`src/rtl/instr_fetch.sv`:
```
// Instruction fetch unit: issues single-outstanding byte reads to instruction
// memory, buffers returned instructions in a small FIFO and presents the head
// to the decoder. A redirect flushes the FIFO and restarts fetch at a new pc.
module instr_fetch #(
   parameter int         DEPTH    = 4,
   parameter logic [7:0] RESET_PC = 8'h00
) (
   input  logic       clk,
   input  logic       rst,
   output logic       mem_req,
   output logic [7:0] mem_addr,
   input  logic       mem_gnt,
   input  logic       mem_rvalid,
   input  logic [7:0] mem_rdata,
   output logic [7:0] instr,
   output logic       instr_valid,
   input  logic       instr_ready,
   input  logic       redirect,
   input  logic [7:0] redirect_pc,
   output logic [7:0] pc
);

   localparam int AW = $clog2(DEPTH);
   localparam int CW = AW + 1;

   typedef enum logic [1:0] {IDLE, REQ, WAIT, DROP} state_t;

   state_t          state_reg, state_next;
   logic [7:0]      pc_reg, pc_next;
   logic [7:0]      queue_mem [DEPTH];
   logic [AW-1:0]   rd_ptr_reg, rd_ptr_next;
   logic [AW-1:0]   wr_ptr_reg, wr_ptr_next;
   logic [CW-1:0]   count_reg, count_next, count_after_pop, credits;
   logic [7:0]      instr_reg, instr_next;
   logic            instr_valid_reg, instr_valid_next;
   logic            push, pop;

   // A response only lands in the queue when it belongs to the live request;
   // a redirect in the same cycle discards both the response and any pop.
   assign push            = (state_reg == WAIT) && mem_rvalid && !redirect;
   assign pop             = instr_valid_reg && instr_ready && !redirect;
   assign count_after_pop = count_reg - CW'(pop);
   assign credits         = count_reg + CW'(state_reg == WAIT);

   // Fetch FSM: next state and next pc.
   always_comb begin
      state_next = state_reg;
      pc_next    = pc_reg;
      case (state_reg)
         IDLE: begin
            if (redirect)
               pc_next = redirect_pc;
            else if (credits < CW'(DEPTH))
               state_next = REQ;
         end
         REQ: begin
            if (redirect) begin
               pc_next    = redirect_pc;
               state_next = mem_gnt ? DROP : IDLE;
            end else if (mem_gnt) begin
               pc_next    = pc_reg + 8'd1;
               state_next = WAIT;
            end
         end
         WAIT: begin
            if (redirect) begin
               pc_next    = redirect_pc;
               state_next = mem_rvalid ? IDLE : DROP;
            end else if (mem_rvalid) begin
               state_next = (count_next < CW'(DEPTH)) ? REQ : IDLE;
            end
         end
         DROP: begin
            // A response arriving with a redirect still retires the stale read,
            // otherwise DROP would wait for a response that never comes.
            if (redirect)
               pc_next = redirect_pc;
            if (mem_rvalid)
               state_next = IDLE;
         end
         default: state_next = IDLE;
      endcase
   end

   // Queue bookkeeping and the registered head-of-queue value.
   always_comb begin
      count_next       = count_after_pop + CW'(push);
      rd_ptr_next      = rd_ptr_reg + AW'(pop);
      wr_ptr_next      = wr_ptr_reg + AW'(push);
      instr_next       = instr_reg;
      instr_valid_next = 1'b0;
      if (redirect) begin
         count_next  = '0;
         rd_ptr_next = '0;
         wr_ptr_next = '0;
      end else if (count_after_pop != '0) begin
         instr_valid_next = 1'b1;
         instr_next       = queue_mem[rd_ptr_next];
      end else if (push) begin
         // Empty queue: the arriving byte bypasses storage to the head.
         instr_valid_next = 1'b1;
         instr_next       = mem_rdata;
      end
   end

   // Queue storage write; entries need no reset since count gates their use.
   always_ff @(posedge clk) begin
      if (push)
         queue_mem[wr_ptr_reg] <= mem_rdata;
   end

   // State registers with asynchronous active-low reset.
   always_ff @(posedge clk or negedge rst) begin
      if (!rst) begin
         state_reg       <= IDLE;
         pc_reg          <= RESET_PC;
         rd_ptr_reg      <= '0;
         wr_ptr_reg      <= '0;
         count_reg       <= '0;
         instr_reg       <= 8'h00;
         instr_valid_reg <= 1'b0;
      end else begin
         state_reg       <= state_next;
         pc_reg          <= pc_next;
         rd_ptr_reg      <= rd_ptr_next;
         wr_ptr_reg      <= wr_ptr_next;
         count_reg       <= count_next;
         instr_reg       <= instr_next;
         instr_valid_reg <= instr_valid_next;
      end
   end

   assign mem_req     = (state_reg == REQ);
   assign mem_addr    = pc_reg;
   assign pc          = pc_reg;
   assign instr       = instr_reg;
   assign instr_valid = instr_valid_reg;

endmodule

```
`config.mk`:
```
export PLATFORM = sky130hd
export DESIGN_NAME = instr_fetch
export DESIGN_NICKNAME = d
export VERILOG_FILES = /design/src/rtl/instr_fetch.sv
export SDC_FILE = /design/constraint.sdc
export NUM_CORES = 1
export LEC_CHECK = 0
export CAP_MARGIN = 20
export CORE_MARGIN = 2
export CORE_UTILIZATION = 45
export DETAILED_ROUTE_END_ITERATION = 7
export PLACE_DENSITY = 0.81
export SETUP_SLACK_MARGIN = 0.4
export SYNTH_ARGS = -nofsm -noshare
export SYNTH_HDL_FRONTEND = slang
export SYNTH_SLANG_ARGS = --single-unit
```
`constraint.sdc`:
```
create_clock -name clk -period 3.62 [get_ports clk]
set_input_delay 0.362 -clock clk [delete_from_list [all_inputs] [get_ports clk]]
set_output_delay 0.362 -clock clk [all_outputs]
set_load 0.005 [all_outputs]
```
Word level (Yosys, flattened, before mapping)
Memory sizes are Yosys's and may differ from the RTL's.
Cells that the tools add are included.
{"block": "op_classes", "muxes": 24, "n_mul": 0, "reduce_logical": 12, "n_shift": 0, "n_div": 0, "n_eq_ne": 9, "n_addsub": 6, "order_cmp": 2, "n_bitwise": 1}
{"op": "$mux W8", "count": 5}
{"op": "$mux W2", "count": 11}
{"op": "$pmux W8 S2", "count": 1}
{"op": "$add A8 B1 Y8 const B", "count": 1}
{"op": "$pmux W2 S4", "count": 1}
{"op": "$add A3 B1 Y3", "count": 2}
{"op": "$lt A3 B3 Y1 const B", "count": 2}
{"op": "$ne A2 B2 Y1 const B", "count": 3}
{"op": "$mux W1", "count": 5}
{"op": "$reduce_and A5 Y1", "count": 1}
{"op": "$add A2 B1 Y2", "count": 2}
{"op": "$eq A2 B2 Y1 const B", "count": 2}
{"op": "$logic_and A1 B1 Y1", "count": 4}
{"op": "$reduce_and A2 Y1", "count": 2}
{"op": "$mux W3", "count": 1}
{"op": "$ne A3 B1 Y1 const B", "count": 1}
{"op": "$ne A3 B3 Y1 const B", "count": 1}
{"op": "$reduce_bool A3 Y1", "count": 1}
{"op": "$reduce_or A3 Y1", "count": 1}
{"op": "$sub A3 B1 Y3", "count": 1}
{"op": "$eq A2 B1 Y1 const B", "count": 1}
{"op": "$logic_not A2 Y1", "count": 1}
{"op": "$ne A2 B1 Y1 const B", "count": 1}
{"op": "$reduce_bool A2 Y1", "count": 1}
{"op": "other kinds (2)", "count": 2}
{"block": "totals", "input_bits": 22, "rom_bits": 0, "register_bits": 26, "latchBits": 0, "output_inout_bits": 26, "word_cells": 62, "ram_bits": 32, "mem_count": 1}
{"name": "queue_mem", "words": 4, "width": 8, "rd": 1, "rd_clocked_by_memory_dff": 0, "write_ports": 1, "line": "30", "rtl": "logic [7:0] queue_mem [DEPTH];"}

Depth between registers and ports, before layout
Gate-level depths: netlist (run 1).
{"block": "depth", "depth_word": 10, "depth_mapped": 12, "depth_no_buf": 10}

Worst setup path after synthesis (run 1)
Ideal clock, no wire load.
{"block": "synth_path", "kind": "input port to flip-flop", "from": "input port redirect", "to": "register state_reg[0]", "cell_stages": 12, "setup_ps": 129, "path_slack_ps": 1445, "arrival_time_ps": 2046, "n_path_buf": 2, "t_required_ps": 3491, "path_cell_list": "buf_2 nor2_1 nand3_1 inv_1 clkbuf_1 ha_1 ha_1 xnor3_1 nor2_1 nor2_1 o21ai_0 o21ai_0"}
{"block": "synth_via", "elab_chain_len": 10, "word_cells_on_any_way": 16, "classes_between": "add/sub (2); order compare (1); eq/ne (3); mux (6); reduce/logical (4)"}
{"element": "from (decl)", "line": "18", "rtl": "input logic redirect,"}
{"element": "$logic_not A1 Y1", "line": "40, 41"}
{"element": "$logic_and A1 B1 Y1", "line": "41", "rtl": "assign pop = instr_valid_reg && instr_ready && !redirect;"}
{"element": "$sub A3 B1 Y3", "line": "42", "rtl": "assign count_after_pop = count_reg - CW'(pop);"}
{"element": "$add A3 B1 Y3", "line": "87", "rtl": "count_next = count_after_pop + CW'(push);"}
{"element": "$mux W3 *", "line": "92", "rtl": "if (redirect) begin"}
{"element": "named net count_next[2]", "line": "33", "rtl": "logic [CW-1:0] count_reg, count_next, count_after_pop, credits;"}
{"element": "$lt A3 B3 Y1 *", "line": "70", "rtl": "state_next = (count_next < CW'(DEPTH)) ? REQ : IDLE;"}
{"element": "$mux W1 *", "line": "70"}
{"element": "$mux W2 *", "line": "69", "rtl": "end else if (mem_rvalid) begin"}
{"element": "$mux W2 *", "line": "66", "rtl": "if (redirect) begin"}
{"element": "$pmux W2 S4 *", "line": "49", "rtl": "case (state_reg)"}
{"element": "to (signal assigned)", "line": "123", "rtl": "state_reg <= state_next;"}
{"element": "to (decl)", "line": "28", "rtl": "state_t state_reg, state_next;"}
Mark *: on every way through the listed nets, which the timed path passes. The rest lies on a longest branch. The select of a mux whose other input is x is not followed.
A chain may end at the register's enable or synchronous reset.

Final worst setup path (run 1)
Ends and elaborated chain as after synthesis.

==> impl_results.md, run 1 <==
- Status: complete, no violations
- Placer congestion estimate: 0.819
- Post-place setup slack: 0.796 ns
- # rows: 27
- Total die area: around 0.0064 mm2
- Total cell area at the placement stage: approximately 0.0031 mm2
- Pin count of the biggest net entering global routing: 29
- Count of fill cells added during filler insertion: 444
- Total wire length after detailed routing: between 5000 and 6000 um
- Die Width: between 80 and 90 um
- Clock skew after layout: 0.00862 ns
- Net switching share of the total power: 28.3%
- Half-perimeter wire length after detailed placement: 3370 um
- Combined area of the multi-input logic cells: 893 um2
- Setup repair after global routing missed its margin: no
- Final Hold Viols: 0
- Final Worst Setup Slack: about 1.2 ns
- Layout cell share with drive strength beyond 1: 8.88%
- Number of synthesized register bits: 58
- Endpoint arrival time on the critical path: 2.68 ns
- Area of the core region: 0.00557 mm2
- Crit path max fanout: 28
- Y dimension of the die: around 80 um
- Per-cell via count in the routed design: 5.24
- Worst Max-Slew Pin Slew: 0.809 ns
- # port buffers: 47
- Relative slew margins: a little under half
- Top cell type by total area after synthesis: edfxtp_1
- Max-slew violation total from the final report: 0
- Shortest period the worst path allows: 2.46 ns
- Starting density of the core: between 40% and 50%
- Number of detailed-route iterations in the first pass: 4
- Antenna violations before repair: 0
- Utilization after layout: 60.1%
- Resized Gates After CTS: 0
- Critical Path RT: 3.84 ns
- GRT Total Usage: 18.4%
- Area added between synthesis and finish: 27.9%
- CTS H-Tree Depth: 3
- # IOs: 48
- Combinational cell fraction of total power: about 29%
- Remaining number of nets flagged by the antenna check after routing: 0
- Maximum resistive drop on vdd: 0.000346 V
- Cells taking the most area after synthesis: edfxtp_1 37%, dfrtp_1 25%, nand2_1 4.0%
- Crit Path Category: in -> reg
- Worst hold path class: in -> async
- Final non-filler cell area: 0.00335 mm2
- Wire length of the first global-routing pass: 8670 um
- DR DRC count: 0
- Post-layout total power: approximately 2.2 mW
- Max-cap violations: 0
- Vias after detailed routing: 1,736
- Insertion delay to the later sink of the worst-skew pair: 0.34 ns
- Post-CTS Setup Bufs: 0
- Leakage power: 1.36 nW
- Grt total ovfl: 0
- Clock power frac: 31.5%
- Area share of the leading cell type in the synthesized netlist: 36.7%
- Period Utilization, post-route: 68.0%
- Number of cells produced by synthesis: 206
- Post-synthesis area per instance: 12.7 um2
- Post-Route Setup TNS: 0 ns
- Drt initial violations: 111
- Net Switching: around 0.63 mW
- Final nets: 282
- Detailed-route wire length per cell: 15.6 um
- Number of distinct library cell variants in the gate-level netlist after synthesis: 32
- Post-synthesis cell area: 0.00262 mm2
- Register area share after synthesis: around three fifths
- Internal power component: 1.59 mW
- Peak Freq: just over 0.4 GHz
- Register area: 0.00161 mm2
- Number of flip-flops in the largest register: 32
- Vias in the first global route: 1,831
- Total of hold buffers inserted after clock tree synthesis: 0
- Proportion of power drawn by flip-flops and latches: between 30% and 40%
- Clock tree from TritonCTS: done
- Clock tree root driver cell: clkbuf_8
- Number of warnings reported in the yosys synthesis log: 0
- Syn_nets: roughly 230
- Number of buffers created by CTS: 9
- Clock tree buffer depth: 2
- Final number of setup-violating endpoints: 0
- P per Cell Area: 661 mW/mm2
- Critical path capture point type: register
- Clock edge transition at the registers on the reported setup and hold paths: 0.07 ns
- Clock sinks: 58
- Antenna cell count: 0
- CP startpoint kind: primary input
==> path summary, 6_finish.rpt <==
kind	start	end	slack, ns	cells past startpoint
setup / recovery	redirect	state_reg[0]$_DFFE_PN0P_	1.16	12
hold / removal	rst	mem_addr[1]$_DFFE_PN0P_	0.40	2
setup reg to reg	instr_valid$_DFF_PN0_	instr[0]$_DFFE_PN0P_	1.34	8
hold reg to reg	instr[3]$_DFFE_PN0P_	instr[3]$_DFFE_PN0P_	0.49	1
max in group asynchronous	rst	mem_addr[6]$_DFFE_PN0P_	2.96	2
min in group clk	instr[3]$_DFFE_PN0P_	instr[3]$_DFFE_PN0P_	0.49	1
==> cell type report <==
type / instances / area share [%]
Clock buffer: 9 / 3.70
Clock inverter: 6 / 3.18
Inverter: 6 / 0.673
Multi-Input combinational cell: 129 / 26.7
Sequential cell: 58 / 48.1
Tap cell: 72 / 2.69
Timing Repair Buffer: 51 / 14.9
==> worst max-delay path: stages <==
cell	delay, ns
clkdlybuf4s50_1	0.43
buf_4	0.23
nor2_1	0.18
nand3_1	0.14
inv_1	0.34
ha_1	0.22
ha_1	0.15
xnor3_1	0.20
nor2_1	0.13
nor2_1	0.06
o21ai_0	0.15
o21ai_0	0.09
==> power groups by stage <==
stage / Clock, mW / Combinational (mW) / Sequential, mW
global route: 0.742 / 0.701 / 0.896
CTS: 0.709 / 0.638 / 0.883
floorplan: 0 / 0.375 / 0.882
finish: 0.697 / 0.632 / 0.882
global placement: 0 / 0.622 / 0.893
detailed placement: 0 / 0.632 / 0.895
==> logic make-up after synthesis <==
family,share of synthesized area (%)
XOR/XNOR,6.88
AND/OR/NAND/NOR,10.9
multiplexers,3.44
flip-flops,61.5
AO/OA/AOI/OAI,10.5
buffers and inverters,4.35
adder cells (fa/ha/maj),2.39
==> through the flow <==
step | instances | hold WS, ns
final | 331 | 0.398
after global routing | 331 | 0.433
after CTS | 331 | 0.404
after detailed placement | 316 | 0.479
after global placement | 316 | 0.479
after floorplan | 206 | 0.0664
==> cells in the mapped netlist, drive strengths merged <==
cell     instances
clkbuf           3
edfxtp          32
xnor3            1
xnor2            3
a21boi           1
nor2            12
nand3b           2
nor2b            4
nand2           28
xor2            12
buf             10
nand4b           1
nor3b            1
nand3            5
a21oi           11
ha               5
mux2i            9
nor3             2
and2             1
a32o             8
o21ai           11
nand4            2
o2bb2ai          8
inv              6
dfrtp           26
and3             2
==> cell usage in the layout, fill, tap and decap left out, types with 2 or more instances in the layout <==
cell,n
edfxtp_1,32
and3_1,2
o2bb2ai_1,8
xnor2_1,3
ha_1,5
clkbuf_8,9
nor2b_1,4
xor2_1,10
dfrtp_1,26
nor2_1,12
nor3_1,2
inv_1,6
mux2i_1,9
bufinv_16,3
a21oi_1,10
clkdlybuf4s50_1,47
nand4_1,2
nand2_1,28
buf_4,4
o21ai_0,11
nand3_1,5
a32o_1,8
==> per-layer routing <==
metal / share of wire (%) / wire (um) / GRT usage, % / vias to the layer above
met3: 5.6 / 288 / 5.96 / 9
met2: 46 / 2390 / 27.0 / 59
li1: - / - / - / 832
met4: 1.7 / 88 / 10.3 / 0
met5: 0 / 0 / 0 / -
met1: 46 / 2400 / 24.0 / 836
(Power assumes the default switching activity.)
==> run 2, diff against run 1 <==
==> constraint.sdc (replaced) <==
create_clock -name clk -period 2.44 [get_ports clk]
set_input_delay 0.244 -clock clk [delete_from_list [all_inputs] [get_ports clk]]
set_output_delay 0.244 -clock clk [all_outputs]
set_load 0.005 [all_outputs]
==> impl_results.md, run 2 (synthesis results as in run 1) <==
- Status: complete, no violations
- Antenna violations before repair: 0 (unchanged)
- CP startpoint kind: register
- Worst hold path class: in -> async
- Clock tree from TritonCTS: done
- Detailed-route wire length per cell: 15.4 um (-1.3%)
- Placer congestion estimate: 0.757 (-7.5%)
- Clock power frac: 28.6% (-2.9 points)
- Vias after detailed routing: 1,818 (+4.7%)
- Pin count of the biggest net entering global routing: 28 (-3.4%)
- Most repeated library cell on the critical path: buf_4
- Total wire length after detailed routing: 5330 um (+3.2%)
- Insertion delay to the later sink of the worst-skew pair: 0.33 ns (about the same)
- Drt initial violations: 166 (+50%)
- Crit path launch: instr_valid$_DFF_PN0_
- Crit Path Category: reg -> reg
- Internal power component: 2.37 mW (+49%)
- Clock edge transition at the registers on the reported setup and hold paths: 0.07 ns (about the same)
- Proportion of power drawn by flip-flops and latches: 39.3% (-0.6 points)
- Sum of buffers and inverters on the critical path: 2 (-1)
- Area of the core region: 0.00557 mm2 (unchanged)
- Reg-to-reg startpoint: instr_valid$_DFF_PN0_
- DR DRC count: 0 (unchanged)
- # IOs: 48 (unchanged)
- Endpoint arrival time on the critical path: 2.17 ns (-0.51 ns)
- Net switching share of the total power: 29.4% (+1.1 points)
- Antenna cell count: 0 (unchanged)
- Layout cell share with drive strength beyond 1: 16.4% (+7.5 points)
- Family with the most delay on the worst path: flip-flops
- # rows: 27 (unchanged)
- Max-slew violation total from the final report: 0 (unchanged)
- Most used cells in the layout excluding fill and tap cells: 46 x clkdlybuf4s50_1, 32 x edfxtp_1, 28 x nand2_1
- Final non-filler cell area: 0.00346 mm2 (+3.4%)
- Post-layout total power: 3.35 mW (+52%)
- Max-cap violations: 0 (unchanged)
- Clock tree root driver cell: clkbuf_8
- Starting density of the core: 47.0% (unchanged)
- Count of fill cells added during filler insertion: 426 (-4.1%)
- Net Switching: 0.985 mW (+57%)
- Critical path capture point type: register
- Final Hold Viols: 0 (unchanged)
- Slowest cell on crit path: dfrtp_2
- CTS H-Tree Depth: 3 (unchanged)
- Total die area: 0.00645 mm2 (unchanged)
- CP max stage delay: 0.45 ns (+0.02 ns)
- Stages on the worst setup path: 10 (-2)
- Clock skew after layout: 0.00568 ns (-0.00294 ns)
- # port buffers: 47 (unchanged)
- Crit path max fanout: 8 (-71%)
- Number of detailed-route iterations in the first pass: 4 (unchanged)
- Endpoint of the worst register-to-register path: instr[0]$_DFFE_PN0P_
- Area added between synthesis and finish: 32.2%
- P per Cell Area: 968 mW/mm2 (+47%)
- Number of flip-flops in the largest register: 32 (unchanged)
- Shortest period the worst path allows: 1.91 ns
- Most common library cell in the layout ignoring fill and taps: clkdlybuf4s50_1
- Setup repair after global routing missed its margin: no
- Setup slack of the worst register-to-register path: 0.53 ns (-0.81 ns)
- Clock sinks: 58 (unchanged)
- Remaining number of nets flagged by the antenna check after routing: 0 (unchanged)
- Peak Freq: 0.522 GHz
- Half-perimeter wire length after detailed placement: 3560 um (+5.6%)
- Combinational cell fraction of total power: 32.1% (+3.5 points)
- Clock tree buffer depth: 2 (unchanged)
- Critical Path RT: 2.69 ns (-1.15 ns)
- Critical Path, Cell by Cell: nand3b_4 -> nor2_1 -> ha_1 -> xor2_1 -> nor2_2 -> buf_4 -> a21boi_2 -> buf_4 -> a32o_1 -> o2bb2ai_1
- Grt total ovfl: 0 (unchanged)
- Y dimension of the die: 80.3 um (unchanged)
- Final nets: 296 (+5.0%)
- Period Utilization, post-route: between 70% and 80%
- Per-cell via count in the routed design: 5.25 (+0.18%)
- Die Width: 80.3 um (unchanged)
- Worst Max-Slew Pin Slew: 0.509 ns (-0.300 ns)
- Total cell area at the placement stage: 0.00322 mm2 (+3.1%)
- Maximum resistive drop on vdd: 0.000430 V (+24%)
- Relative slew margins: 66.0% (+20 points)
- GRT Total Usage: 18.4% (+0.038 points)
- Total of hold buffers inserted after clock tree synthesis: 0 (unchanged)
- Depth of the worst register-to-register path: 10 (+2)
- Number of buffers created by CTS: 9 (unchanged)
- Wire length of the first global-routing pass: 8690 um (+0.32%)
- Vias in the first global route: 1,839 (+0.44%)
- Leakage power: 1.43 nW (+4.9%)
- Endpoint of the most critical setup path: instr[0]$_DFFE_PN0P_
- Final number of setup-violating endpoints: 0 (unchanged)
==> run 2: final cells by class <==
cell class,count,area (um2),share of cell area (%)
sequential,58,1610,46.6
multi-input combinational,129,910,26.3
timing repair buffer,65,608,17.6
clock buffer,9,124,3.58
clock inverter,7,93.8,2.71
tap,72,90.1,2.60
inverter,6,22.5,0.651
==> run 2: timing repair <==
item / CTS / global route
setup endpoints to repair: 8 / 9
resized for setup: 1 / 9
setup buffers: 0 / 1
==> run 2: per-stage QoR <==
step                hold WS [ns]  TNS, ns  setup WS, ns  std cells  util [%]
finish                     0.287        0         0.525        346      62.1
global route               0.322        0         0.421        346      62.1
CTS                        0.285        0         0.426        345      61.7
detailed placement         0.483  -0.0770       -0.0422        329      57.7
global placement           0.482        0        0.0894        329      57.7
floorplan                -0.0516        0         0.505        206         -
==> run 2: power by group through the flow <==
| stage | registers, mW | logic (mW) | clock network [mW] |
|---|---|---|---|
| floorplan | 1.31 | 0.556 | 0 |
| global placement | 1.33 | 1.01 | 0 |
| detailed placement | 1.32 | 1.05 | 0 |
| CTS | 1.31 | 1.06 | 0.976 |
| global route | 1.34 | 1.17 | 1.02 |
| finish | 1.32 | 1.07 | 0.960 |
==> run 2: routing by layer <==
layer	up-vias	part of all wire [%]	GRT usage, %
met1	868	42	23.6
met5	-	0	0
met4	0	0.86	7.29
met2	83	49	27.8
li1	863	-	-
met3	4	7.8	7.87
==> run 2: worst min-delay path by stage <==
stage,end,startpoint,slack (ns)
after floorplan,count_reg[0]$_DFF_PN0_,rst,-0.05
after global placement,instr[1]$_DFFE_PN0P_,instr[1]$_DFFE_PN0P_,0.48
after detailed placement,instr[2]$_DFFE_PN0P_,instr[2]$_DFFE_PN0P_,0.48
after CTS,count_reg[1]$_DFF_PN0_,rst,0.29
after global routing,instr[6]$_DFFE_PN0P_,rst,0.32
final,mem_addr[7]$_DFFE_PN0P_,rst,0.29
==> run 2: worst reg2reg max path: stages (launching register included) <==
cell and delay, ns:
dfrtp_2 0.45, nand3b_4 0.11, nor2_1 0.05, ha_1 0.20, xor2_1 0.17, nor2_2 0.13, buf_4 0.15, a21boi_2 0.05
buf_4 0.16, a32o_1 0.23, o2bb2ai_1 0.15
==> edit 1: new RTL, flow settings as in run 1 <==
Reset style: synchronous (`rst`), changed in one clocked block. Comments in the files are not updated.
--- a/src/rtl/instr_fetch.sv
+++ b/src/rtl/instr_fetch.sv
@@ -110,7 +110,7 @@
    end
 
    // State registers with asynchronous active-low reset.
-   always_ff @(posedge clk or negedge rst) begin
+   always_ff @(posedge clk) begin
       if (!rst) begin
          state_reg       <= IDLE;
          pc_reg          <= RESET_PC;
Formal check against the unedited RTL: differs if rst is asserted again (counterexample within 4 cycles, from zero or initial values and one cycle with rst low); with rst held inactive, the same outputs for 10 cycles.
==> edit 1 against run 1 <==
- global-route usage decreased by 1.2 points
- worst hold slack better by 0.14 ns
- worst setup slack improved by 0.037 ns
- sequential cell count did not move
- first-iteration DRC count is 20% lower
- synthesized cell count up 1.9%
- routed wire length down 0.72%
- design area shrank 0.78%
- synthesized area rose by 0.29%
Power is not compared: it rests on default switching activity, and its combinational part moved more than twofold at a synthesized area within 25%.
==> edit 1: results (changes against run 1) <==
\begin{tabular}{lr}
\hline
Metric & Value \\
\hline
\multicolumn{2}{l}{\textbf{Final layout}} \\
\quad Seq area share & 44.6\% (was 48.1\%) \\
\quad Fillcell total & 451 (was 444) \\
\quad Layout buffering overhead excluding clock cells & 14.6\% (was 14.9\%) \\
\quad Clock distribution area overhead in the final layout & 7.27\% (was 6.88\%) \\
\quad Count of non-CTS buffers in the layout & 49 (was 51) \\
\quad Layout Cells excl Fill & 329 (was 331) \\
\quad P\&R area growth vs syn & 26.5\% (was 27.9\%) \\
\multicolumn{2}{l}{\textbf{Yosys}} \\
\quad Top post-synthesis cells by area & sky130\_fd\_sc\_hd\_\_edfxtp\_1 (37\%), sky130\_fd\_sc\_hd\_\_dfxtp\_1 (20\%), sky130\_fd\_sc\_hd\_\_mux4\_1 (8.0\%), sky130\_fd\_sc\_hd\_\_nand2\_1 (3.9\%), sky130\_fd\_sc\_hd\_\_ha\_1 (3.3\%) (was sky130\_fd\_sc\_hd\_\_edfxtp\_1 (37\%), sky130\_fd\_sc\_hd\_\_dfrtp\_1 (25\%), sky130\_fd\_sc\_hd\_\_nand2\_1 (4.0\%), sky130\_fd\_sc\_hd\_\_mux2i\_1 (3.4\%), sky130\_fd\_sc\_hd\_\_xor2\_1 (3.3\%)) \\
\quad Async S/R FF share, synth & 0\% (was 44.8\%) \\
\quad Synth unique cells & 44 (was 32) \\
\quad Number of nets produced by synthesis & 239 (was 233) \\
\quad Number of standard cells after synthesis & 210 (was 206) \\
\quad Average instance area after synthesis & 12.5 um2 (was 12.7 um2) \\
\multicolumn{2}{l}{\textbf{Run status}} \\
\quad Outcome & finished, final reports clean (unchanged) \\
\multicolumn{2}{l}{\textbf{Placement}} \\
\quad Worst slack at placement & 0.829 ns (was 0.796 ns) \\
\quad Number of placed instances with taps included & 313 (was 316) \\
\multicolumn{2}{l}{\textbf{Global routing}} \\
\quad Met3 usage in global routing & 4.04\% (was 5.96\%) \\
\quad Maximum number of pins on one net before global-route repair & 22 (was 29) \\
\quad Global-route total usage across every layer & 17.2\% (was 18.4\%) \\
\multicolumn{2}{l}{\textbf{Worst hold path}} \\
\quad Class of the tightest hold or removal check & flip-flop to flip-flop (was input pin to asynchronous set/reset pin) \\
\multicolumn{2}{l}{\textbf{Timing}} \\
\quad Final critical-path share of the clock period & 67.0\% (was 68.0\%) \\
\quad Slew HR & 46.1\% (was 46.0\%) \\
\quad Final Skew & 0.00953 ns (was 0.00862 ns) \\
\multicolumn{2}{l}{\textbf{Setup path}} \\
\quad Crit Reg-Reg Endpoint & queue\_mem[2][0] (was instr[0]) \\
\quad Maximum fanout along the worst path & 17 (was 28) \\
\multicolumn{2}{l}{\textbf{Drt}} \\
\quad Final routed wirelength across all metal layers & 5.12 mm (was 5.16 mm) \\
\quad Via count & 1,781 (was 1,736) \\
\hline
\end{tabular}
-- edit 1: worst min path at each step --
| stage | start | end | slack, ns | cells after the start |
|---|---|---|---|---|
| global placement | instr[6] | instr[6] | 0.52 | 2 |
| detailed placement | instr[6] | instr[6] | 0.53 | 2 |
| finish | instr[6] | instr[6] | 0.54 | 2 |
| CTS | instr[6] | instr[6] | 0.54 | 2 |
| floorplan | mem_rdata[0] | queue_mem[0][0] | 0.46 | 0 |
| global route | instr[6] | instr[6] | 0.57 | 2 |
-- edit 1: kinds of logic (layout without fill, tap and decap cells) --
| logic type | Yosys count | count (layout) | synth area share (%) |
|---|---|---|---|
| mux | 9 | 9 | 8.38 |
| flops | 58 | 58 | 56.4 |
| buf+inv | 24 | 71 | 5.48 |
| xor+xnor | 8 | 8 | 3.24 |
| fa+ha+maj | 7 | 7 | 3.33 |
| compound gates | 40 | 40 | 10.2 |
| simple gates | 64 | 64 | 12.9 |
==> edit 2: new RTL, flow settings as in run 1 <==
Made on the original files. The parameter `DEPTH` goes from 4 to 8.
--- a/src/rtl/instr_fetch.sv
+++ b/src/rtl/instr_fetch.sv
@@ -2,7 +2,7 @@
 // memory, buffers returned instructions in a small FIFO and presents the head
 // to the decoder. A redirect flushes the FIFO and restarts fetch at a new pc.
 module instr_fetch #(
-   parameter int         DEPTH    = 4,
+   parameter int         DEPTH    = 8,
    parameter logic [7:0] RESET_PC = 8'h00
 ) (
    input  logic       clk,
Formal check against the unedited RTL: not equivalent (a bounded check fails within 10 cycles, from zero or initial values and one cycle with rst low).
==> edit 2 against run 1 <==
- worst setup slack worse by 0.057 ns
- routed wire length increased by 54%
- synthesized area up 53%
- final cell count is 31% higher
- synthesized cell count rose by 29%
- combinational power is 7.8% lower
- sequential cell count grew 35
- design area rose by 45%
- power rose by 19%
- non-clock buffer count is 14 higher
- critical path type unchanged
- critical endpoint is now instr[6]
- largest power group unchanged
==> edit 2: results (changes against run 1) <==
\begin{tabular}{lr}
\hline
Metric & Value \\
\hline
\multicolumn{2}{l}{\textbf{Power}} \\
\quad Comb. pwr & 583 uW (was 632 uW) \\
\quad Static leakage & 0.00178 uW (was 0.00136 uW) \\
\quad Net Switching & 680 uW (was 626 uW) \\
\multicolumn{2}{l}{\textbf{Yosys}} \\
\quad Portion of netlist area occupied by mux cells & 9.26\% (was 3.44\%) \\
\quad Synth unique cells & 38 (was 32) \\
\quad Number of nets produced by synthesis & 296 (was 233) \\
\quad Top post-synthesis cells by count & sky130\_fd\_sc\_hd\_\_edfxtp\_1 (64), sky130\_fd\_sc\_hd\_\_nand2\_1 (32), sky130\_fd\_sc\_hd\_\_dfrtp\_1 (29), sky130\_fd\_sc\_hd\_\_mux4\_2 (16), sky130\_fd\_sc\_hd\_\_o21ai\_0 (10) (was sky130\_fd\_sc\_hd\_\_edfxtp\_1 (32), sky130\_fd\_sc\_hd\_\_nand2\_1 (28), sky130\_fd\_sc\_hd\_\_dfrtp\_1 (26), sky130\_fd\_sc\_hd\_\_nor2\_1 (12), sky130\_fd\_sc\_hd\_\_o21ai\_0 (11)) \\
\multicolumn{2}{l}{\textbf{Timing}} \\
\quad Final Skew & 0.00738 ns (was 0.00862 ns) \\
\multicolumn{2}{l}{\textbf{Setup path}} \\
\quad Start point of the critical path & instr\_ready (was redirect) \\
\quad Maximum fanout along the worst path & 17 (was 28) \\
\multicolumn{2}{l}{\textbf{Drt}} \\
\quad Wire length on met2 & 4.00 mm (was 2.39 mm) \\
\quad Wire length on met3 & 452 um (was 288 um) \\
\multicolumn{2}{l}{\textbf{Clock tree}} \\
\quad Clock latency reported for the late side of the worst-skew pair & 0.36 ns (was 0.34 ns) \\
\quad Clock transition at the register clock pins on the worst setup and hold paths after CTS & 0.09 ns (was 0.07 ns) \\
\multicolumn{2}{l}{\textbf{Global routing}} \\
\quad Fraction of met1 tracks used by global routing & 22.8\% (was 24.0\%) \\
\quad Met2 track demand over resource in global routing & 28.6\% (was 27.0\%) \\
\quad Maximum number of pins on one net before global-route repair & 30 (was 29) \\
\multicolumn{2}{l}{\textbf{Final layout}} \\
\quad Number of flip-flops under the largest register name & 64 (was 32) \\
\multicolumn{2}{l}{\textbf{Placement}} \\
\quad Final HPWL from detailed placement & 5.17 mm (was 3.37 mm) \\
\multicolumn{2}{l}{\textbf{Run status}} \\
\quad Outcome & finished, final reports clean (unchanged) \\
\hline
\end{tabular}
==> edit 2: cell count changes after synthesis, sizes merged, moves of 8 or more <==
cell,run 1,this run
a21oi,11,0
mux2i,9,1
o32ai,0,8
mux4,0,16
a31oi,0,10
edfxtp,32,64
a32o,8,0
o2bb2ai,8,0
==> edit 2: worst max-delay path, stage by stage <==
cell	delay (ns)
sky130_fd_sc_hd__clkdlybuf4s50_1	0.45
sky130_fd_sc_hd__nand2_1	0.06
sky130_fd_sc_hd__nor2_1	0.15
sky130_fd_sc_hd__ha_1	0.23
sky130_fd_sc_hd__ha_1	0.27
sky130_fd_sc_hd__nand4b_1	0.15
sky130_fd_sc_hd__nor3_1	0.09
sky130_fd_sc_hd__a211oi_4	0.68
sky130_fd_sc_hd__o32ai_1	0.17
sky130_fd_sc_hd__a31oi_1	0.19
==> edit 2: path summary, 6_finish.rpt <==
path / to / slack [ns]
max: instr[6] / 1.10
min: count_reg[2] / 0.40
min reg2reg: state_reg[1] / 0.58
max reg2reg: instr[6] / 1.18
max in group asynchronous: instr[5] / 2.92
min in group clk: mem_addr[6] / 0.56
==> edit 2: cell type report <==
cell class | count | area [um2]
well taps | 108 | 135
inverters | 6 | 22.5
repair buffers | 65 | 606
clock buffers | 9 | 124
flip-flops and latches | 93 | 2650
fillers | 693 | 3830
multi-input cells | 147 | 1220
clock inverters | 7 | 96.3
==> edit 2: metrics by stage <==
step,worst slack (ns),cells,total power [uW],area (um2)
2_1_floorplan,0.958,265,1660,4000
4_1_cts,1.10,435,2660,4850
3_5_place_dp,0.705,419,1920,4630
3_3_place_gp,0.838,419,1900,4630
6_report,1.10,435,2640,4850
5_1_grt,0.910,435,2760,4850
